$ cat config.mk
export PLATFORM = sky130hd
export DESIGN_NAME = fp32_bf16_packer
export DESIGN_NICKNAME = d
export VERILOG_FILES = /design/src/rtl/fp32_bf16_packer.sv
export SDC_FILE = /design/constraint.sdc
export NUM_CORES = 1
export LEC_CHECK = 0
export CORE_ASPECT_RATIO = 1.4
export CORE_MARGIN = 2
export CORE_UTILIZATION = 44
export CTS_BUF_LIST = sky130_fd_sc_hd__clkbuf_4
export DETAILED_ROUTE_END_ITERATION = 8
export PLACE_DENSITY = 0.87
export SLEW_MARGIN = 5
export SYNTH_ARGS = -nofsm -noshare
export SYNTH_HDL_FRONTEND = slang
export SYNTH_SLANG_ARGS = --single-unit
export TNS_END_PERCENT = 30
$ cat constraint.sdc
create_clock -name clk -period 13.7 [get_ports clk]
set_clock_uncertainty 0.15 [all_clocks]
set_input_delay 2.74 -clock clk [delete_from_list [all_inputs] [get_ports clk]]
set_output_delay 2.74 -clock clk [all_outputs]
set_load 0.02 [all_outputs]
$ cat src/rtl/fp32_bf16_packer.sv
// fp32_bf16_packer: FP32-to-BF16 down-converter packing PACK input beats of LANES lanes into one output word.
// Ports: clk/rst (async active-high); in_valid/in_ready/in_data/in_last/rnd_mode input beat
// (rnd_mode 0 = RNE, 1 = RTZ); out_valid/out_ready/out_data/out_beats/out_last output word.
// Optional: define FP32_BF16_NAN_CANON_EN to map every NaN lane to a sign-preserving canonical quiet NaN.
module fp32_bf16_packer #(
  parameter int LANES = 8,
  parameter int PACK = 2
) (
  input  logic                        clk,
  input  logic                        rst,
  input  logic                        in_valid,
  output logic                        in_ready,
  input  logic [LANES*32-1:0]         in_data,
  input  logic                        in_last,
  input  logic                        rnd_mode,
  output logic                        out_valid,
  input  logic                        out_ready,
  output logic [PACK*LANES*16-1:0]    out_data,
  output logic [$clog2(PACK+1)-1:0]   out_beats,
  output logic                        out_last
);
  localparam int BW = LANES*16;
  localparam int CW = PACK > 1 ? $clog2(PACK) : 1;
  localparam int OBW = $clog2(PACK+1);
  logic [BW-1:0] conv;
  logic [CW-1:0] cnt;
  logic [PACK-1:0][BW-1:0] held, word;
  logic close, fire;
  for (genvar i = 0; i < LANES; i++) begin : g_lane
    logic [31:0] x;
    logic inc;
    assign x = in_data[i*32 +: 32];
    assign inc = !rnd_mode && x[15] && (x[16] || |x[14:0]);
`ifdef FP32_BF16_NAN_CANON_EN
    assign conv[i*16 +: 16] = (&x[30:23] && |x[22:0]) ? {x[31], 15'h7FC0} : x[31:16] + {15'd0, inc};
`else
    assign conv[i*16 +: 16] = x[31:16] + {15'd0, inc};
`endif
  end
  assign close = (cnt == CW'(PACK-1)) || in_last;
  // only a word-closing beat needs the output register free
  assign in_ready = !rst && (!close || !out_valid || out_ready);
  assign fire = in_valid && in_ready;
  if (PACK > 1) begin : g_stage
    logic [PACK-2:0][BW-1:0] stage;
    logic [CW-1:0] c;
    always_ff @(posedge clk or posedge rst) begin
      if (rst) begin
        c <= '0;
        stage <= '0;
      end else if (fire) begin
        c <= close ? '0 : c + 1'b1;
        for (int k = 0; k < PACK-1; k++)
          if (!close && c == CW'(k)) stage[k] <= conv;
      end
    end
    assign held = {{BW{1'b0}}, stage};
    assign cnt = c;
  end else begin : g_nostage
    assign held = '0;
    assign cnt = '0;
  end
  always_comb begin
    word = '0;
    for (int k = 0; k < PACK; k++)
      word[k] = CW'(k) < cnt ? held[k] : CW'(k) == cnt ? conv : '0;
  end
  always_ff @(posedge clk or posedge rst) begin
    if (rst) begin
      out_valid <= 1'b0;
      out_data <= '0;
      out_beats <= '0;
      out_last <= 1'b0;
    end else if (fire && close) begin
      out_valid <= 1'b1;
      out_data <= word;
      out_beats <= OBW'(cnt) + OBW'(1);
      out_last <= in_last;
    end else if (out_ready) begin
      out_valid <= 1'b0;
    end
  end
endmodule

## Word-level counts from Yosys, hierarchy flattened

Index checks and enable logic that the tools add are counted.
W data, S select, Z words.

- Bits in registers: 389
- Input port bits: 262
- Word-level logic and storage cells: 71

- Add/subtract/negate cells: 10
- Magnitude comparators: 2
- Multiplexer cells: 7
- Bitwise operators: 1
- Reductions and logical operators: 45

Operators with widths:

| kind | count |
|---|---|
| $mux W128 | 4 |
| $add A16 B1 Y16 | 8 |
| $reduce_or A15 Y1 | 8 |
| $logic_and A1 B1 Y1 | 20 |
| $logic_or A1 B1 Y1 | 11 |
| $logic_not A1 Y1 | 4 |
| $mux W1 | 3 |
| $add A1 B1 Y2 const B | 1 |
| $lt A1 B1 Y1 const A | 2 |
| $reduce_and A2 Y1 | 1 |
| $reduce_bool A2 Y1 | 1 |
| $add A1 B1 Y1 const B | 1 |
| $not A1 Y1 | 1 |

## Depth between registers and ports, before layout

- Depth in word-level cells: 8
- Depth in mapped cells: 10
- Gate-level depth less buffers: 8

## Least setup slack after synthesis

Ideal clock, no wire load.

- Path kind: input port to output port
- Start point: in in_last
- End point: out in_ready
- Data arrival time: 3.397 ns
- Setup slack: 7.413 ns
- Stages: 2
- Path buffers: 0
- Path through: or2_2 a21oi_1

- Cells in the longest elaborated chain, start to end: 5

RTL lines:

| element | line | text |
|---|---|---|
| start, declared | 14 | `input logic in_last,` |
| $logic_or A1 B1 Y1 | 40 | `assign close = (cnt == CW'(PACK-1)) \|\| in_last;` |
| $logic_not A1 Y1 | 42 | `assign in_ready = !rst && (!close \|\| !out_valid \|\| out_ready);` |
| $logic_or A1 B1 Y1 (2 in a row) | 42 |  |
| $logic_and A1 B1 Y1 | 42 |  |
| end, declared | 12 | `output logic in_ready,` |

No other way between the ends.

## Final worst setup path

Ends and elaborated chain as after synthesis.

==> summary.md <==
| Metric | Value |
|---|---|
| Status | finished, final reports clean |
| Clock share of power | 0.236 |
| Commonest cells in the netlist | 400 x nand2_1, 389 x dfrtp_1, 381 x o21ai_0 |
| DRC Markers | 0 |
| WL per Instance | 19.2 um |
| Root Buffer | clkbuf_4 |
| Synthesis-to-layout area growth | 38.4% |
| Post-synthesis sequential area ratio | 0.548 |
| Fillers | 3225 |
| Detail Placement HPWL | 41.0 mm |
| Power Dens Cells | 160 nW/um^2 |
| Gr usage total | 0.271 |
| Routed Antenna Nets | 0 |
| Critical Path Start Type | primary input |
| Post-layout instance count excluding filler cells | 3022 |
| Syn nets | 2171 |
| Setup CP Type | primary input to primary output |
| Combinational Power Share | 0.340 |
| Die area | 42000 um^2 |
| 1st-iter DRT viols | 1077 |
| Count leader, synth | nand2_1 |
| Crit end category | primary output |
| Initial DRT Pass Iterations | 6 |
| Clock-pin slew on the worst setup and hold paths | 70 ps |
| Sw Share | 0.350 |
| Initial antenna violation count | 2 |
| Leakage | 10.5 nW |
| MaxCap Viol Count | 0 |
| TNS Setup | 0 ps |
| Final setup vio count | 0 |
| Cells along the critical path | clkdlybuf4s50_1 > or2_2 > a21oi_1 > clkdlybuf4s50_1 |
| Final Max Slew Viols | 0 |
| Post-CTS Resized | 0 |
| IO Count | 523 |
| Area of the core | 40100 um^2 |
| Reg-to-reg slack, setup | 9830 ps |
| Crit path max-delay family | buffers and inverters |
| Yosys cell types | 48 |
| WP depth | 4 |
| Die X-Extent | 174 um |
| Final min period | 7360 ps |
| Worst R2R Path Depth | 5 |
| Final net count | 2692 |
| Clk buf depth | 3 |
| WP data arrival | 4470 ps |
| Internal power | 2.56 mW |
| Synth area leaders | dfrtp_1 55%, o21ai_0 11%, nand2_1 8.5% |
| Via count | 16865 |
| Peak supply drop | 0.000109 V |
| Post-CTS setup buffers | 0 |
| Critical Path RT | 10810 ps |
| Power share of the sequential group | 0.424 |
| Number of global-route vias before repair | 17304 |
| Cts hold-fix bufs | 0 |
| First-pass GRT wire length | 91.2 mm |
| Switching pwr | 1.38 mW |
| Row count | 87 |
| Yosys top cell area share | 0.548 |
| Total CTS buffers | 91 |
| YS warnings | 0 |
| CTS tree | yes |
| Max FO, Critical Path | 5 |
| Detail-routed via count per cell | 5.58 |
| Dpl ws | 6330 ps |
| Slowest stage delay, CP | 670 ps |
| Chip height | 242 um |
| I/O Buffers | 522 |
| Rel. slew slack | 0.267 |
| CTS H-tree lvls | 3 |
| Syn Area/Cell | 9.34 um^2 |
| Fraction of registers with async set/reset | 1.00 |
| Fraction of layout cells with a size suffix above 1 | 0.0849 |
| Synth area leader | dfrtp_1 |
| Starting Density | 0.443 |
| Yosys reg bits | 389 |
| PnR worst setup slack | 6340 ps |
| Total clock sinks | 389 |
| Synthesized area | 17700 um^2 |
| Unrepaired setup endpoints after global routing | no |
| Min-Delay Path Depth | 2 |
| Dominant synthesized flop cell | dfrtp_1 |
| Critical Path Slowest Stage Cell | clkdlybuf4s50_1 |
| Post-synth EDFFs | 0 |
| Final hold vios | 0 |
| Hold Path Class | flop to flop |
| Fmax | 0.136 GHz |
| Dpl cells | 2863 |
| Total congestion overflow | 0 |
| Worst path bufs/invs | 2 |
| Final wirelength | 57.9 mm |
| Final RePlAce weighted congestion | 0.918 |
| Clock network latency to the later pin of the worst-skew pair | 750 ps |
| Post-synthesis cell count | 1901 |
| Largest net degree at the start of global routing | 118 |
| Overall power after layout | 3.93 mW |
| Final Cycle Share | 0.538 |
| Slew @ Worst Pin | 1100 ps |
| Crit-path most repeated cell | clkdlybuf4s50_1 |
## power groups by stage
stage | Clock (mW) | Sequential [mW] | Combinational, mW
global placement | 0 | 1.67 | 1.29
CTS | 0.951 | 1.67 | 1.34
finish | 0.928 | 1.67 | 1.34
global route | 1.01 | 1.70 | 1.43
detailed placement | 0 | 1.68 | 1.33
floorplan | 0 | 1.90 | 0.377
## tightest hold or removal path: cells and delay by family, from the launching register on
family / cells / cell delay, ps
flops: 1 / 340
simple gates: 1 / 40
compound gates: 1 / 60
## logic make-up (layout without fill, tap and decap cells)
family                     Yosys count  after routing  share of synthesized area
AOI/OAI and AO/OA                  489            489                      0.148
xor gates and xnor gates            92             92                     0.0454
adders and majority gates            8              8                    0.00564
buffers and inverters              132            716                     0.0282
DFF                                389            389                      0.548
muxes                               44             44                     0.0269
other                                0              3                          0
and+or+nand+nor                    747            747                      0.197
## per-stage QoR
stage	hold slack [ps]	instance area, um^2	util
finish	325	24600	0.613
global route	348	24600	0.613
CTS	327	24600	0.613
detailed placement	312	23400	0.584
global placement	303	23400	0.584
floorplan	291	17800	-
## final timing paths
| check | end | start |
|---|---|---|
| worst max-delay path | in_ready | in_last |
| worst min-delay path | g_stage.stage[76]$_DFFE_PP0P_ | g_stage.stage[76]$_DFFE_PP0P_ |
| worst max register to register | out_data[69]$_DFFE_PP0P_ | cnt$_DFFE_PP0P_ |
| worst min register to register | g_stage.stage[76]$_DFFE_PP0P_ | g_stage.stage[76]$_DFFE_PP0P_ |
| max in group asynchronous | g_stage.stage[119]$_DFFE_PP0P_ | rst |
| min in group asynchronous | out_data[149]$_DFFE_PP0P_ | rst |
## sequential cells by signal, summed over array words and instances (netlist names)
signal         flops
out_valid          1
g_stage.stage    128
out_data         256
out_last           1
cnt                1
out_beats          2
## layout make-up
class / count / area [um^2] / area share
clock buffer: 141 / 1060 / 0.0431
clock inverter: 15 / 92.6 / 0.00377
inverter: 20 / 78.8 / 0.00321
timing repair buffer: 540 / 5360 / 0.218
multi-input combinational: 1380 / 7550 / 0.308
antenna: 3 / 7.51 / 0.000306
sequential: 389 / 9740 / 0.397
tap: 534 / 668 / 0.0272
## routing by layer
metal | vias to the layer above | GRT usage | wire length (um)
li1 | 7683 | - | -
met1 | 8138 | 0.301 | 21000
met2 | 830 | 0.467 | 28900
met3 | 214 | 0.0653 | 4330
met4 | 0 | 0.168 | 3660
met5 | - | 0 | 0
## cell usage in the layout (no fill, tap or decap), types with 35 or more instances in the layout
master,n
and2_1,35
and3_1,38
clkdlybuf4s50_1,522
a21oi_1,48
xnor2_1,51
clkbuf_4,141
dfrtp_1,388
nor2_1,59
nand3_1,50
nand2_1,398
xor2_1,41
nor4_1,45
o21ai_0,381
No activity file was read; power rests on OpenSTA's default activity.
